$ cat src/rtl/inst_fetch_unit_pkg.sv
// Shared fetch definitions: widths, PC step, reset PC, NOP.
// Also the prefetch entry layout and the PC-to-word-index helper.
package inst_fetch_unit_pkg;

   localparam int          INST_W   = 32;
   localparam logic [31:0] PC_STEP  = 32'd4;
   localparam logic [31:0] RESET_PC = 32'h0000_0000;
   localparam logic [31:0] NOP_INST = 32'h0000_0000;

   typedef struct packed {
      logic [31:0]       pc;
      logic [INST_W-1:0] inst;
   } fetch_entry_t;

   function automatic logic [31:0] pc_to_index(logic [31:0] pc);
      return pc >> 2;
   endfunction

endpackage

$ cat src/rtl/inst_fetch_unit_if.sv
// Fetch bus: memory word index/data and the decode handshake.
// master = fetch unit, slave = memory + decode side.
interface inst_fetch_unit_if;
   logic [31:0] imem_addr;
   logic [31:0] imem_data;
   logic        out_valid;
   logic        out_ready;
   logic [31:0] out_inst;
   logic [31:0] out_pc;

   modport master (
      output imem_addr,
      input  imem_data,
      output out_valid,
      input  out_ready,
      output out_inst,
      output out_pc
   );

   modport slave (
      input  imem_addr,
      output imem_data,
      input  out_valid,
      output out_ready,
      input  out_inst,
      input  out_pc
   );
endinterface

$ cat src/rtl/inst_fetch_unit_fifo.sv
// Prefetch FIFO of {pc, inst} entries with a registered head.
// The head register keeps its value while the FIFO is empty.
module inst_fetch_unit_fifo
   import inst_fetch_unit_pkg::*;
#(
   parameter int DEPTH = 2
) (
   input  logic         clk,
   input  logic         rst_n,
   input  logic         i_push,
   input  logic         i_pop,
   input  logic         i_flush,
   input  fetch_entry_t i_din,
   output fetch_entry_t o_dout,
   output logic         o_full,
   output logic         o_empty
);

   localparam int PW = (DEPTH > 1) ? $clog2(DEPTH) : 1;
   localparam int CW = $clog2(DEPTH) + 1;

   fetch_entry_t    r_mem [DEPTH];
   fetch_entry_t    r_dout;
   logic [PW-1:0]   r_wr_ptr;
   logic [PW-1:0]   r_rd_ptr;
   logic [CW-1:0]   r_count;
   logic            w_do_push;
   logic            w_do_pop;
   logic [CW-1:0]   w_cnt_nxt;
   logic [PW-1:0]   w_rd_nxt;

   assign o_full    = (r_count == CW'(DEPTH));
   assign o_empty   = (r_count == '0);
   assign w_do_pop  = i_pop & ~o_empty;
   assign w_do_push = i_push & (~o_full | w_do_pop);
   assign w_cnt_nxt = r_count + CW'(w_do_push) - CW'(w_do_pop);
   assign w_rd_nxt  = r_rd_ptr + PW'(1);
   assign o_dout    = r_dout;

   // Entry storage: write at the tail on every accepted push.
   always_ff @(posedge clk or negedge rst_n) begin
      if (!rst_n) begin
         for (int i = 0; i < DEPTH; i++) r_mem[i] <= '0;
      end else if (w_do_push && !i_flush) begin
         r_mem[r_wr_ptr] <= i_din;
      end
   end

   // Pointers and occupancy; flush empties the FIFO after any pop.
   always_ff @(posedge clk or negedge rst_n) begin
      if (!rst_n) begin
         r_wr_ptr <= '0;
         r_rd_ptr <= '0;
         r_count  <= '0;
      end else if (i_flush) begin
         r_wr_ptr <= '0;
         r_rd_ptr <= '0;
         r_count  <= '0;
      end else begin
         if (w_do_push) r_wr_ptr <= r_wr_ptr + PW'(1);
         if (w_do_pop)  r_rd_ptr <= w_rd_nxt;
         r_count <= w_cnt_nxt;
      end
   end

   // Head register: load the next head whenever it changes and exists.
   always_ff @(posedge clk or negedge rst_n) begin
      if (!rst_n) begin
         r_dout <= '0;
      end else if (!i_flush && (w_do_pop || o_empty)
                   && (w_cnt_nxt != '0)) begin
         r_dout <= (r_count > CW'(1)) ? r_mem[w_rd_nxt] : i_din;
      end
   end

endmodule

$ cat src/rtl/inst_fetch_unit.sv
// Instruction fetch: PC register, memory index, prefetch FIFO,
// and redirect handling toward decode.
module inst_fetch_unit
   import inst_fetch_unit_pkg::*;
#(
   parameter logic [31:0] RESET_PC   = inst_fetch_unit_pkg::RESET_PC,
   parameter int          FIFO_DEPTH = 2,
   parameter int          IMEM_AW    = 8
) (
   input  logic                      clk,
   input  logic                      rst_n,
   input  logic                      i_fetch_en,
   input  logic                      i_redirect_valid,
   input  logic [31:0]               i_redirect_pc,
   inst_fetch_unit_if.master         bus
);

   if (FIFO_DEPTH < 2 || (FIFO_DEPTH & (FIFO_DEPTH - 1)) != 0
       || IMEM_AW < 1 || IMEM_AW > 30) begin : g_bad_cfg
      $error("inst_fetch_unit: bad FIFO_DEPTH or IMEM_AW");
   end

   logic [31:0]  r_fetch_pc;
   logic [31:0]  w_redir_pc;
   logic         w_pop;
   logic         w_push;
   logic         w_full;
   logic         w_empty;
   fetch_entry_t w_din;
   fetch_entry_t w_dout;

   assign w_redir_pc = i_redirect_pc & ~32'd3;
   assign w_pop      = ~w_empty & bus.out_ready;
   assign w_push     = i_fetch_en & ~i_redirect_valid
                       & (~w_full | w_pop);
   assign w_din      = '{pc: r_fetch_pc, inst: bus.imem_data};

   assign bus.imem_addr = pc_to_index(r_fetch_pc);
   assign bus.out_valid = ~w_empty;
   assign bus.out_inst  = w_dout.inst;
   assign bus.out_pc    = w_dout.pc;

   // Fetch PC: redirect wins, otherwise step past each pushed word.
   always_ff @(posedge clk or negedge rst_n) begin
      if (!rst_n) begin
         r_fetch_pc <= RESET_PC;
      end else if (i_redirect_valid) begin
         r_fetch_pc <= w_redir_pc;
      end else if (w_push) begin
         r_fetch_pc <= r_fetch_pc + PC_STEP;
      end
   end

   inst_fetch_unit_fifo #(
      .DEPTH (FIFO_DEPTH)
   ) u_fifo (
      .clk     (clk),
      .rst_n   (rst_n),
      .i_push  (w_push),
      .i_pop   (w_pop),
      .i_flush (i_redirect_valid),
      .i_din   (w_din),
      .o_dout  (w_dout),
      .o_full  (w_full),
      .o_empty (w_empty)
   );

endmodule
$ cat src/flat_wrapper.sv
// flat-port wrapper written by rule: the top's interface ports become plain ports
module inst_fetch_unit_flat import inst_fetch_unit_pkg::*;
#(
   parameter logic [31:0] RESET_PC   = inst_fetch_unit_pkg::RESET_PC,
   parameter int          FIFO_DEPTH = 2,
   parameter int          IMEM_AW    = 8
)
  (clk, rst_n, i_fetch_en, i_redirect_valid, i_redirect_pc, bus_imem_addr, bus_imem_data, bus_out_valid, bus_out_ready, bus_out_inst, bus_out_pc);
  inst_fetch_unit_if bus_i ();
  input  logic clk;
  input  logic rst_n;
  input  logic i_fetch_en;
  input  logic i_redirect_valid;
  input  logic [31:0] i_redirect_pc;
  output wire logic [$bits(bus_i.imem_addr)-1:0] bus_imem_addr;
  input wire logic [$bits(bus_i.imem_data)-1:0] bus_imem_data;
  output wire logic [$bits(bus_i.out_valid)-1:0] bus_out_valid;
  input wire logic [$bits(bus_i.out_ready)-1:0] bus_out_ready;
  output wire logic [$bits(bus_i.out_inst)-1:0] bus_out_inst;
  output wire logic [$bits(bus_i.out_pc)-1:0] bus_out_pc;
  assign bus_imem_addr = bus_i.imem_addr;
  assign bus_i.imem_data = bus_imem_data;
  assign bus_out_valid = bus_i.out_valid;
  assign bus_i.out_ready = bus_out_ready;
  assign bus_out_inst = bus_i.out_inst;
  assign bus_out_pc = bus_i.out_pc;
  inst_fetch_unit #(.RESET_PC(RESET_PC), .FIFO_DEPTH(FIFO_DEPTH), .IMEM_AW(IMEM_AW)) u_core (.clk(clk), .rst_n(rst_n), .i_fetch_en(i_fetch_en), .i_redirect_valid(i_redirect_valid), .i_redirect_pc(i_redirect_pc), .bus(bus_i));
endmodule
$ cat config.mk
export PLATFORM = sky130hd
export DESIGN_NAME = inst_fetch_unit_flat
export DESIGN_NICKNAME = d
export VERILOG_FILES = /design/src/rtl/inst_fetch_unit_pkg.sv /design/src/rtl/inst_fetch_unit_if.sv /design/src/rtl/inst_fetch_unit_fifo.sv /design/src/rtl/inst_fetch_unit.sv /design/src/flat_wrapper.sv
export SDC_FILE = /design/constraint.sdc
export NUM_CORES = 1
export LEC_CHECK = 0
export CORE_UTILIZATION = 42
export DETAILED_ROUTE_END_ITERATION = 6
export PLACE_DENSITY = 0.65
export SYNTH_ARGS = -nofsm -noshare
export SYNTH_HDL_FRONTEND = slang
export SYNTH_SLANG_ARGS = --single-unit
$ cat constraint.sdc
create_clock -name clk -period 7 [get_ports clk]
set_input_delay 1.4 -clock clk [delete_from_list [all_inputs] [get_ports clk]]
set_output_delay 1.4 -clock clk [all_outputs]
set_load 0.005 [all_outputs]
==> flow_summary.json <==
{
  "yosysUniqueCellTypes": 48,
  "die_area_um2": 25100,
  "cp-start-kind": "primary input",
  "finalSetupViolCount": 0,
  "cts_tree": "done",
  "htreeDepth": 1,
  "setup_slack_ns": 2.39,
  "hold_viol_final": 0,
  "fmax_ghz": 0.217,
  "ios": 166,
  "status": "completed",
  "avgSynthCellArea_um2": 12.0,
  "antenna_found_initial": 1,
  "wl_per_cell_um": 17.8,
  "peakVddDrop_uv": 264,
  "max-slew-margin-rel_pct": 31.6,
  "final_cells": 1327,
  "synth_area_um2": 10300,
  "path_max_fanout": 39,
  "grt_pass1_vias": 7117,
  "drt_wl_total_mm": 23.6,
  "crit_arrival_ns": 5.00,
  "slew_viol_final": 0,
  "reg2regPathDepth": 11,
  "post-route-drc-count": 0,
  "rsz0062_at_grt": "no",
  "start_util_pct": 43.3,
  "dr_total_vias": 7054,
  "p_per_area_nw_per_um2": 414,
  "viasPerCell": 5.32,
  "ctsLongestPathBuffers": 3,
  "synth-async-reset-ratio_pct": 100,
  "drt_iter0_drc": 486,
  "n_antenna_cell": 0,
  "clock-sinks": 220,
  "worst_setup_path_end_kind": "flip-flop",
  "synthTopCellsByCount": "dfrtp_1, mux2_2, nor2_1, a21oi_1, mux2i_1",
  "port_buffers": 159,
  "crit_slowest_cell": "or3b_2",
  "power_leakage_nw": 5.20,
  "synth_cells": 859,
  "gp_congestion": 0.788,
  "cts_buffers": 25,
  "nFillCells": 2032,
  "yosysSeqAreaShare_pct": 53.6,
  "finalSetupTns_ns": 0,
  "hpwl_mm": 14.4,
  "yosys_register_bits": 220,
  "nets": 1064,
  "fin_skew_ns": 0.00937,
  "crit_family": "buffers and inverters",
  "ys.flop_type": "dfrtp_1",
  "root_buffer": "clkbuf_16",
  "area_growth_pct": 25.3,
  "synth_top_cell_by_area": "dfrtp_1",
  "worst_pin_slew_ns": 1.02,
  "internal_power_mw": 3.74,
  "hold_depth": 1,
  "place_ws_ns": 1.86,
  "ys_top_cells_by_area": "dfrtp_1, mux2_2, mux2i_1",
  "yosysTopAreaCellShare_pct": 53.6,
  "critPathKind": "primary input to flip-flop",
  "max_cap_viol_count": 0,
  "min_period_over_period_pct": 65.9,
  "rrSetupSlack_ns": 2.75,
  "die_w_um": 158,
  "yosysWarnings": 0,
  "r2r_start": "u_core.u_fifo.r_count[1]",
  "cts_resized": 0,
  "ctsHoldBuffers": 0,
  "post_cts_buffers": 0,
  "p_sw_share_pct": 30.0,
  "final_util_pct": 54.2,
  "track_usage_pct": 19.3,
  "dieHeight_um": 158,
  "cp_num_buf_inv": 4,
  "min_to": "u_core.u_fifo.r_mem[13]",
  "critPathMaxStageDelay_ns": 0.58,
  "p_comb_share_pct": 35.1,
  "grt_overflow_total": 0,
  "grt_start_max_net_pins": 115,
  "timing.final.crit_period_ns": 4.61,
  "cp.required_ns": 7.39,
  "core_region_area_um2": 23800,
  "firstDrtPassIters": 4,
  "r2r-end": "u_core.u_fifo.o_dout[13]",
  "path_cells": "clkdlybuf4s50_1, or3b_2, and3_1, inv_1, ha_1, inv_1, ha_1, xnor2_1, o21ai_0, a221oi_4, buf_4, mux2_2",
  "synth-edff-count": 0,
  "power_switching_mw": 1.60,
  "num_rows": 56,
  "holdCritPathClass": "flip-flop to flip-flop",
  "place_inst": 1284,
  "p_seq_share_pct": 41.2,
  "hp-start": "u_core.u_fifo.r_mem[13]",
  "pwr-share-clk_pct": 23.6,
  "ant_nets": 0,
  "insertion_delay_ns": 0.51,
  "clk_pin_slew_ns": 0.05,
  "synth.most_common_cell": "dfrtp_1",
  "drive_gt1_share_pct": 24.0,
  "grt_pass1_wl_mm": 38.3
}
## routing by layer
layer	up-vias	track usage [%]	routed length, um
met4	0	4.53	259
met1	3507	26.9	11300
met5	-	0	0
met3	25	2.99	1170
met2	169	31.7	10900
li1	3353	-	-
## sequential cells by signal, indices dropped and copies added (netlist names)
register,flops
u_core.u_fifo.r_mem,124
u_core.u_fifo.r_rd_ptr,1
u_core.u_fifo.o_dout,62
u_core.u_fifo.r_wr_ptr,1
u_core.u_fifo.r_count,2
u_core.r_fetch_pc,30
## cells by family (layout without fill, tap and decap cells)
| logic type | Yosys count | after routing | synth area share [%] |
|---|---|---|---|
| AOI/OAI and AO/OA | 113 | 113 | 6.43 |
| muxes | 249 | 249 | 26.5 |
| xor gates and xnor gates | 11 | 11 | 0.938 |
| and+or+nand+nor | 189 | 189 | 9.00 |
| adders and majority gates | 3 | 3 | 0.365 |
| other | 1 | 4 | 0.0365 |
| DFF | 220 | 220 | 53.6 |
| buffers and inverters | 73 | 219 | 3.14 |
## cells in the final DEF (no fill, tap or decap), drive strengths merged, types with 7 or more instances in the layout
master,count
inv,8
o21ai,11
xnor2,7
a21oi,67
a31oi,8
clkbuf,36
clkdlybuf4s50,157
or4,9
mux2,186
mux2i,63
dfrtp,220
o31ai,9
nor2,79
nand3,19
nand4,12
nand2,33
buf,11
## power by group through the flow
stage	logic (mW)	registers [mW]	clock network, mW
6_report	1.88	2.20	1.26
5_1_grt	2.06	2.29	1.35
4_1_cts	1.91	2.21	1.30
3_5_place_dp	1.90	2.22	0
3_3_place_gp	1.86	2.20	0
2_1_floorplan	1.25	2.07	0
## worst max-delay path by stage
stage,start,end,slack (ns),cells past startpoint
after floorplan,bus_out_ready,u_core.u_fifo.o_dout[0],2.64,13
after global placement,bus_out_ready,u_core.u_fifo.o_dout[14],1.92,12
after detailed placement,bus_out_ready,u_core.u_fifo.o_dout[13],1.86,12
after CTS,bus_out_ready,u_core.u_fifo.o_dout[13],2.40,12
after global routing,bus_out_ready,u_core.u_fifo.o_dout[13],2.20,12
final,bus_out_ready,u_core.u_fifo.o_dout[13],2.39,12
## metrics by stage
step           power (mW)  instance area (um^2)  hold slack (ns)
3_5_place_dp         4.12                 12100            0.491
3_3_place_gp         4.06                 12100            0.486
6_report             5.34                 12900            0.501
2_1_floorplan        3.32                 10300            0.479
5_1_grt              5.70                 12900            0.513
4_1_cts              5.41                 12900            0.504
## cell type report
cell class                      instances  area (um^2)  share of cell area (%)
Clock buffer                           36          697                    5.41
Clock inverter                          7         88.8                   0.690
Inverter                                8         30.0                   0.233
Multi-Input combinational cell        569         4490                    34.9
Sequential cell                       220         5510                    42.8
Tap cell                              319          399                    3.10
Timing Repair Buffer                  168         1660                    12.9
No activity file was read; power rests on OpenSTA's default activity.
